## src/rtl/aes_pkg.sv

```systemverilog
// Shared AES datapath constants and the block packer FSM state encoding.
package aes_pkg;

    localparam int AES_BLK_W     = 128;
    localparam int AES_WORD_W    = 32;
    localparam int AES_BLK_WORDS = 4;

    typedef enum logic {
        ST_FILL = 1'b0,
        ST_HOLD = 1'b1
    } pack_state_t;

endpackage

```

## src/rtl/aes_block_packer.sv

```systemverilog
// Pops four FIFO words into one big-endian 128-bit AES block and holds it
// for the cipher core until a valid/ready handshake or a flush.
module aes_block_packer
    import aes_pkg::*;
#(
    parameter int WORD_W = AES_WORD_W,
    parameter int WORDS  = AES_BLK_WORDS,
    parameter int CNT_W  = 2
) (
    input  logic                      clk,
    input  logic                      resetn,
    input  logic [WORD_W-1:0]         fifo_data,
    input  logic                      fifo_empty,
    output logic                      fifo_read,
    input  logic                      flush,
    output logic [WORD_W*WORDS-1:0]   blk_data,
    output logic                      blk_valid,
    input  logic                      blk_ready,
    output logic [CNT_W-1:0]          word_cnt,
    output logic                      busy
);

    localparam int BLK_W = WORD_W * WORDS;
    localparam logic [CNT_W-1:0] LAST_WORD = CNT_W'(WORDS - 1);

    pack_state_t state_reg;

    // Popping is only legal while filling; reset and flush both suppress it.
    assign fifo_read = resetn & ~flush & ~fifo_empty & (state_reg == ST_FILL);
    assign busy      = (word_cnt != '0) | blk_valid;

    always_ff @(posedge clk) begin
        if (!resetn) begin
            state_reg <= ST_FILL;
            word_cnt  <= '0;
            blk_data  <= '0;
            blk_valid <= 1'b0;
        end else if (flush) begin
            state_reg <= ST_FILL;
            word_cnt  <= '0;
            blk_data  <= '0;
            blk_valid <= 1'b0;
        end else begin
            case (state_reg)
                ST_FILL: begin
                    if (fifo_read) begin
                        // Earliest word ends up in the most significant slot.
                        blk_data <= {blk_data[BLK_W-WORD_W-1:0], fifo_data};
                        if (word_cnt == LAST_WORD) begin
                            word_cnt  <= '0;
                            state_reg <= ST_HOLD;
                            blk_valid <= 1'b1;
                        end else begin
                            word_cnt <= word_cnt + 1'b1;
                        end
                    end
                end
                ST_HOLD: begin
                    if (blk_valid && blk_ready) begin
                        state_reg <= ST_FILL;
                        blk_valid <= 1'b0;
                    end
                end
                default: state_reg <= ST_FILL;
            endcase
        end
    end

endmodule

```

## config.mk

```make
export PLATFORM = sky130hd
export DESIGN_NAME = aes_block_packer
export DESIGN_NICKNAME = d
export VERILOG_FILES = /design/src/rtl/aes_pkg.sv /design/src/rtl/aes_block_packer.sv
export SDC_FILE = /design/constraint.sdc
export NUM_CORES = 1
export LEC_CHECK = 0
export BUFFER_PORTS_ARGS = -buffer_cell sky130_fd_sc_hd__buf_2
export CORE_UTILIZATION = 47
export CTS_CLUSTER_DIAMETER = 50
export DETAILED_ROUTE_END_ITERATION = 10
export PLACE_DENSITY = 0.85
export SLEW_MARGIN = 20
export SYNTH_ARGS = -nofsm -noshare
export SYNTH_HDL_FRONTEND = slang
export SYNTH_SLANG_ARGS = --single-unit
```

## constraint.sdc

```tcl
create_clock -name clk -period 1.6 [get_ports clk]
set_input_delay 0.08 -clock clk [delete_from_list [all_inputs] [get_ports clk]]
set_output_delay 0.08 -clock clk [all_outputs]
set_load 0.01 [all_outputs]
```

## After elaboration in Yosys (flattened, before gate mapping)

Cells that the tools add are included.

| word-level totals | value |
|---|---|
| register bits after elaboration | 132 |
| bits of input ports | 37 |
| output and inout bits | 133 |
| logic and storage cells | 31 |

| operators by class | value |
|---|---|
| add/sub/neg operators | 1 |
| equal/unequal tests | 4 |
| muxes and demuxes | 9 |
| bitwise operators | 8 |
| reductions and logical operators | 5 |

Operators by type and width:

| cell | number |
|---|---|
| $mux W1 | 6 |
| $ne A2 B1 Y1 const B | 2 |
| $not A1 Y1 | 4 |
| $pmux W1 S2 | 2 |
| $and A1 B1 Y1 | 3 |
| $reduce_and A3 Y1 | 1 |
| $add A2 B1 Y2 const B | 1 |
| $eq A2 B2 Y1 const B | 1 |
| $mux W2 | 1 |
| $ne A2 B2 Y1 const B | 1 |
| $reduce_and A2 Y1 | 1 |
| $reduce_bool A2 Y1 | 1 |
| $reduce_or A2 Y1 | 1 |
| $logic_and A1 B1 Y1 | 1 |
| $or A1 B1 Y1 | 1 |

## Logic depth before layout (Yosys ltp)

Gate-level depths: netlist of the first run.

| logic depth | value |
|---|---|
| depth after elaboration | 6 |
| mapped depth | 5 |
| gate-level depth less buffers | 3 |

## Worst setup path after synthesis of the first run

No wires, ideal clock.

| path | value |
|---|---|
| path type | register -> register |
| start | register state_reg |
| end | register blk_data[0] |
| library setup time | 0.121 ns |
| data arrival time | 1.476 ns |
| data required time | 1.479 ns |
| path slack | 0.003 ns |
| cell stages (with the launch flop) | 6 |
| buffers on the path | 3 |
| cells stage by stage | dfxtp_1 or4b_1 clkbuf_1 buf_6 buf_6 mux2_4 |

| between the ends | value |
|---|---|
| word-level cells in the longest chain between the ends | 3 |

Ends and longest elaborated chain:

| item | line | source |
|---|---|---|
| start: declaration | aes_block_packer.sv:26 | `pack_state_t state_reg;` |
| start signal: assignment | aes_block_packer.sv:34 | `state_reg <= ST_FILL;` |
| start signal: assignment | aes_block_packer.sv:39 | `state_reg <= ST_FILL;` |
| start signal: assignment | aes_block_packer.sv:51 | `state_reg <= ST_HOLD;` |
| $not A1 Y1 (no line) (*) | -- |  |
| $and A1 B1 Y1 | aes_block_packer.sv:29 | `assign fifo_read = resetn & ~flush & ~fifo_empty & (state_reg == ST_FILL);` |
| $reduce_and A2 Y1 (no line) (*) | -- |  |
| end signal: assignment | aes_block_packer.sv:48 | `blk_data <= {blk_data[BLK_W-WORD_W-1:0], fifo_data};` |
| end: declaration | aes_block_packer.sv:16 | `output logic [WORD_W*WORDS-1:0] blk_data,` |

Every way passes the cells marked *; elsewhere a longest branch is shown, timed or not.
A chain may end at the register's enable or synchronous reset.

## Final worst setup path of the first run

| path | value |
|---|---|
| start | register state_reg |
| end | register blk_data[78] |

Same word-level chain as after synthesis.

==> results.toml, run 1 <==
[cells_and_area]
nets = 685
drive_above_1_share_pct = 53.3
finalNonFillerCells = 827
regMostFlops = "blk_data"
multi_input_area_um2 = 3060
fillerInstances = 846
largestRegisters = "blk_data x128, word_cnt x2"
antenna_cells = 0
largest_reg_flops = 128
synthToLayoutAreaGrowth_pct = 37.3
finalCoreUtilization_pct = 67.3
ff_latch_area_um2 = 2640

[critical_path]
crit_required_ps = 1900
end_kind = "flip-flop"
cp-start-kind = "flip-flop"
worstPathArrival_ps = 1970
timing_worst_setup_path_type = "reg2reg"
crit_fanout = 15

[placement]
portBuffers = 169
placed_cells = 749
hpwl_mm = 8.24
place_ws_ps = 24.3
gp_congestion = 0.743

[die]
dieArea_um2 = 13100
dieWidth_um = 115
initial_core_util_pct = 49.0
rows = 40
die_h_um = 115
core-area_um2 = 12200
ios = 170

[yosys]
yosys-top-cells-area = "dfxtp_1 44%, mux2_4 25%, and3b_1 19%, mux2_2 5.7%, buf_6 2.1%"
synth.most_common_cell = "dfxtp_1"
synth_area_um2 = 5960
ys_warn_count = 0
seq_area_frac_synth_pct = 44.3
postSynthAreaPerCell_um2 = 13.3
synthArstFlopShare_pct = 0
synthTopCellsByCount = "132 x dfxtp_1, 129 x and3b_1, 99 x mux2_4"
synth_edf_count = 0
synth_cell_types = 16
yosysTopAreaCellShare_pct = 44.3
synthCells = 449
syn-num-nets = 488
synth_top_area_cell = "dfxtp_1"
synth.ff_latch_count = 132
ys.flop_type = "dfxtp_1"

[clock_tree]
cts-root-buf = "clkbuf_16"
clk_pin_slew_worst_paths_ps = 50
cts_max_level = 4
cts_tree = "built"
clockBufferDepth = 2
cts_made_buffers = 17
numClockSinks = 132
insertion_delay_ps = 410

[power_and_ir_drop]
switchingPower_mw = 1.69
seq_power_share_pct = 40.7
internal-power_mw = 6.59
peakVddDrop_uv = 665
power_density_nw_per_um2 = 1010
p_clk_share_pct = 52.3
p_leak_nw = 4.71
combPwrFrac_pct = 7.0
p_sw_share_pct = 20.5

[sta]
grt_setup_unrepaired = "yes"
period_share_pct = 104
maxSlewViolCount = 0
slew_headroom_pct = 69.4
skew_ps = 5.88
tightest_slew_ps = 460
setup_viol = 114
hold_viol = 0
max_freq_ghz = 0.599
finalSetupTns_ps = -3700
setup_slack_ps = -68.4
fin_crit_ps = 1670

[route]
drc = 0
dr.pass1.iters = 4
vias_per_cell = 5.04
num_vias = 4171
post_drt_wl_per_cell_um = 17.6
drt-total-wl_mm = 14.6
dr.first_iter.drc_count = 211
ant_nets = 0

[global_routing]
grt.total_usage_pct = 22.3
grt_overflow = 0
grt_pass1_wl_mm = 22.4
grt_max_degree = 131
antenna_found_initial = 0
grt_pass1_vias = 4393

[job]
cap_viol_max_count = 0

[run_status]
violations = "negative setup slack"
status = "finished, violations left"

[hold_path]
worstHoldPathType = "in2reg"
## metrics by stage
step	cell area (um2)	hold WS (ps)	power [mW]
2_1_floorplan	5960	223	3.74
3_3_place_gp	6880	308	3.86
3_5_place_dp	6880	308	3.88
4_1_cts	8090	15.4	8.32
5_1_grt	8180	63.5	8.51
6_report	8180	43.5	8.29
## kinds of logic after synthesis
logic type	share of synthesized area [%]
flip-flops	44.3
multiplexers	30.6
AND/OR/NAND/NOR	19.6
buffers and inverters	4.35
AO/OA/AOI/OAI	0.672
adder cells (fa/ha/maj)	0.420
## critical path, cell delays in order, from the launching register on
cell	delay [ps]
dfxtp_2	320
or4b_4	540
buf_12	200
buf_16	170
mux2_4	310
## repair_timing
action                                 4_1_cts  5_1_grt
hold buffers                                34        0
setup endpoints to repair                    1      130
pin swaps                                    1        1
resized for setup                           16        2
endpoints found under the hold margin       35        0
setup buffers                                3        0
gates cloned                                 5        4
## path summary, 6_finish.rpt
kind | from | to | slack (ps) | depth (start not counted)
setup reg to reg | state_reg$_SDFF_PP0_ | blk_data[78]$_SDFFE_PP0P_ | -70 | 4
hold / removal | fifo_empty | word_cnt[0]$_SDFFE_PP0P_ | 40 | 3
setup / recovery | state_reg$_SDFF_PP0_ | blk_data[78]$_SDFFE_PP0P_ | -70 | 4
hold reg to reg | blk_data[63]$_SDFFE_PP0P_ | blk_data[95]$_SDFFE_PP0P_ | 510 | 1
## layer usage
metal	vias to the layer above	wire length (um)	GRT usage, %
met3	29	696	6.93
met4	0	347	10.7
met5	-	0	0
li1	2004	-	-
met2	118	7260	38.5
met1	2020	6260	25.1
## cell usage in the layout, fill, tap and decap left out, drive strengths merged
cell         synthesis  final
mux2               129    129
clkinvlp             0      2
dlygate4sd3          0     34
clkinv               0      2
o21ai                1      1
clkbuf              29     27
or4                  1      1
ha                   2      2
bufinv               0      5
a21bo                2      2
buf                 14    184
and3b              129    129
or3b                 1      1
a21oi                3      3
inv                  3      2
dfxtp              132    132
or4b                 1      1
nand2b               2      2
## area by class of cell
cell class	count	area share (%)
clock buffer	24	6.01
clock inverter	8	2.08
inverter	3	0.199
multi-input combinational	271	37.4
sequential	132	32.3
tap	168	2.57
timing repair buffer	221	19.4
## power groups by stage
stage	sequential [mW]	combinational (mW)	clock [mW]
after floorplan	3.45	0.285	0
after global routing	3.37	0.618	4.52
final	3.37	0.584	4.33
after global placement	3.44	0.428	0
after CTS	3.37	0.559	4.39
after detailed placement	3.44	0.438	0
(Power assumes the default switching activity.)
==> run 2: changes to the inputs <==
==> constraint.sdc (replaced) <==
create_clock -name clk -period 1.6 [get_ports clk]
set_input_delay 0.08 -clock clk [delete_from_list [all_inputs] [get_ports clk]]
set_output_delay 0.08 -clock clk [all_outputs]
set_load 0.005 [all_outputs]
==> results.toml, run 2 (synthesis gave the netlist of run 1 again) <==
[run_status]
status = "finished, violations left"
violations = "negative setup slack"

[die]
initial_core_util_pct = 49.0
dieWidth_um = 115
ios = 170
dieArea_um2 = 13100
rows = 40
die_h_um = 115
core-area_um2 = 12200

[cells_and_area]
synthToLayoutAreaGrowth_pct = 36.3
layout_commonest_cell = "buf_2"
largestRegisters = "blk_data x128, word_cnt x2"
finalNonFillerCells = 827
regMostFlops = "blk_data"
nets = 684
final_area_um2 = 8120
largest_reg_flops = 128
final_cell_mix = "168 x buf_2, 131 x dfxtp_1, 129 x and3b_1"
drive_above_1_share_pct = 53.2

[global_routing]
grt.total_usage_pct = 22.1
grt_overflow = 0
grt.busiest_layer = "met2"
grt_util_met2_pct = 38.6
grt_pass1_vias = 4349
grt_use_met1_pct = 24.4
grt_max_degree = 131
antenna_found_initial = 0
use_met3_pct = 6.93
grt_pass1_wl_mm = 22.2

[power_and_ir_drop]
power_density_nw_per_um2 = 1020
combPwrFrac_pct = 6.7
p_leak_nw = 4.68
seq_power_share_pct = 40.9
switchingPower_mw = 1.67
internal-power_mw = 6.58
peakVddDrop_uv = 661
p_clk_share_pct = 52.5
p_sw_share_pct = 20.2

[route]
drc = 0
vias_per_cell = 5.06
dr.first_iter.drc_count = 219
ant_nets = 0
drt-total-wl_mm = 14.4
num_vias = 4185
dr.pass1.iters = 4
post_drt_wl_per_cell_um = 17.4

[sta]
tightest_slew_ps = 449
setup_slack_ps = -50.6
slew_headroom_pct = 70.1
period_share_pct = 103
maxSlewViolCount = 0
skew_ps = 5.68
finalSetupTns_ps = -2850
setup_viol = 115
grt_setup_unrepaired = "yes"
hold_viol = 0
fin_crit_ps = 1650
max_freq_ghz = 0.606

[clock_tree]
cts_max_level = 4
cts_made_buffers = 17
insertion_delay_ps = 410
cts_tree = "built"
clockBufferDepth = 2
numClockSinks = 132
cts-root-buf = "clkbuf_16"
clk_pin_slew_worst_paths_ps = 50

[critical_path]
timing_worst_setup_path_type = "reg2reg"
end_kind = "flip-flop"
worstPathArrival_ps = 1950
cp-start-kind = "flip-flop"
r2r_cells = 4
crit_fanout = 8
crit_required_ps = 1900

[hold_path]
worstHoldPathType = "in2reg"
hold_depth = 3

[placement]
placed_cells = 749
postPlaceCellArea_um2 = 6880
gp_congestion = 0.743
place_ws_ps = 24.3
hpwl_mm = 8.24
portBuffers = 169

[job]
cap_viol_max_count = 0
## run 2: cell count changes in the layout (fill, tap and decap cells not counted)
| cell | previous run | this run |
|---|---|---|
| buf_6 | 4 | 2 |
| diode_2 | 0 | 1 |
| clkbuf_16 | 20 | 19 |
| buf_8 | 0 | 1 |
| buf_16 | 8 | 6 |
| buf_4 | 1 | 4 |
## run 2: layer usage
metal	wire length (um)	part of all wire, %
met1	6100	42
met2	7270	50
met3	695	4.8
met4	341	2.4
met5	0	0
## run 2: per-stage QoR
stage,power [mW],hold slack (ps),utilization [%]
after global placement,3.84,308,56.6
after detailed placement,3.86,308,56.6
after CTS,8.29,15.4,66.2
after global routing,8.47,55.6,66.7
after floorplan,3.72,223,-
final,8.25,41.1,66.8
## run 2: cell type report
| class | count | area [um2] |
|---|---|---|
| inverter | 3 | 16.3 |
| tap | 168 | 210 |
| fill | 864 | 4040 |
| timing repair buffer | 220 | 1520 |
| antenna | 1 | 2.50 |
| multi-input combinational | 271 | 3060 |
| clock buffer | 24 | 492 |
| clock inverter | 8 | 170 |
| sequential | 132 | 2640 |
## run 2: critical path: stages, from the launching register on
cell and delay (ps):
dfxtp_2 310, or4b_4 550, buf_16 170, buf_4 190, mux2_4 310
## run 2: path summary, 6_finish.rpt
check	slack (ps)	from	end
hold reg to reg	510	blk_data[12]$_SDFFE_PP0P_	blk_data[44]$_SDFFE_PP0P_
hold / removal	40	fifo_empty	word_cnt[0]$_SDFFE_PP0P_
setup / recovery	-50	state_reg$_SDFF_PP0_	blk_data[30]$_SDFFE_PP0P_
setup reg to reg	-50	state_reg$_SDFF_PP0_	blk_data[30]$_SDFFE_PP0P_
## run 2: timing repair
item                       CTS  global route
setup endpoints to repair    1           130
cloned                       4             2
hold endpoints to repair    35             0
hold buffers                34             0
pin swaps                    1             1
setup buffers                5             0
resized for setup           11             2
## run 2: power by group through the flow
| stage | Sequential, mW | Clock, mW | Combinational [mW] |
|---|---|---|---|
| 4_1_cts | 3.37 | 4.39 | 0.531 |
| 6_report | 3.37 | 4.33 | 0.550 |
| 3_5_place_dp | 3.44 | 0 | 0.420 |
| 3_3_place_gp | 3.44 | 0 | 0.409 |
| 5_1_grt | 3.37 | 4.51 | 0.584 |
| 2_1_floorplan | 3.44 | 0 | 0.284 |
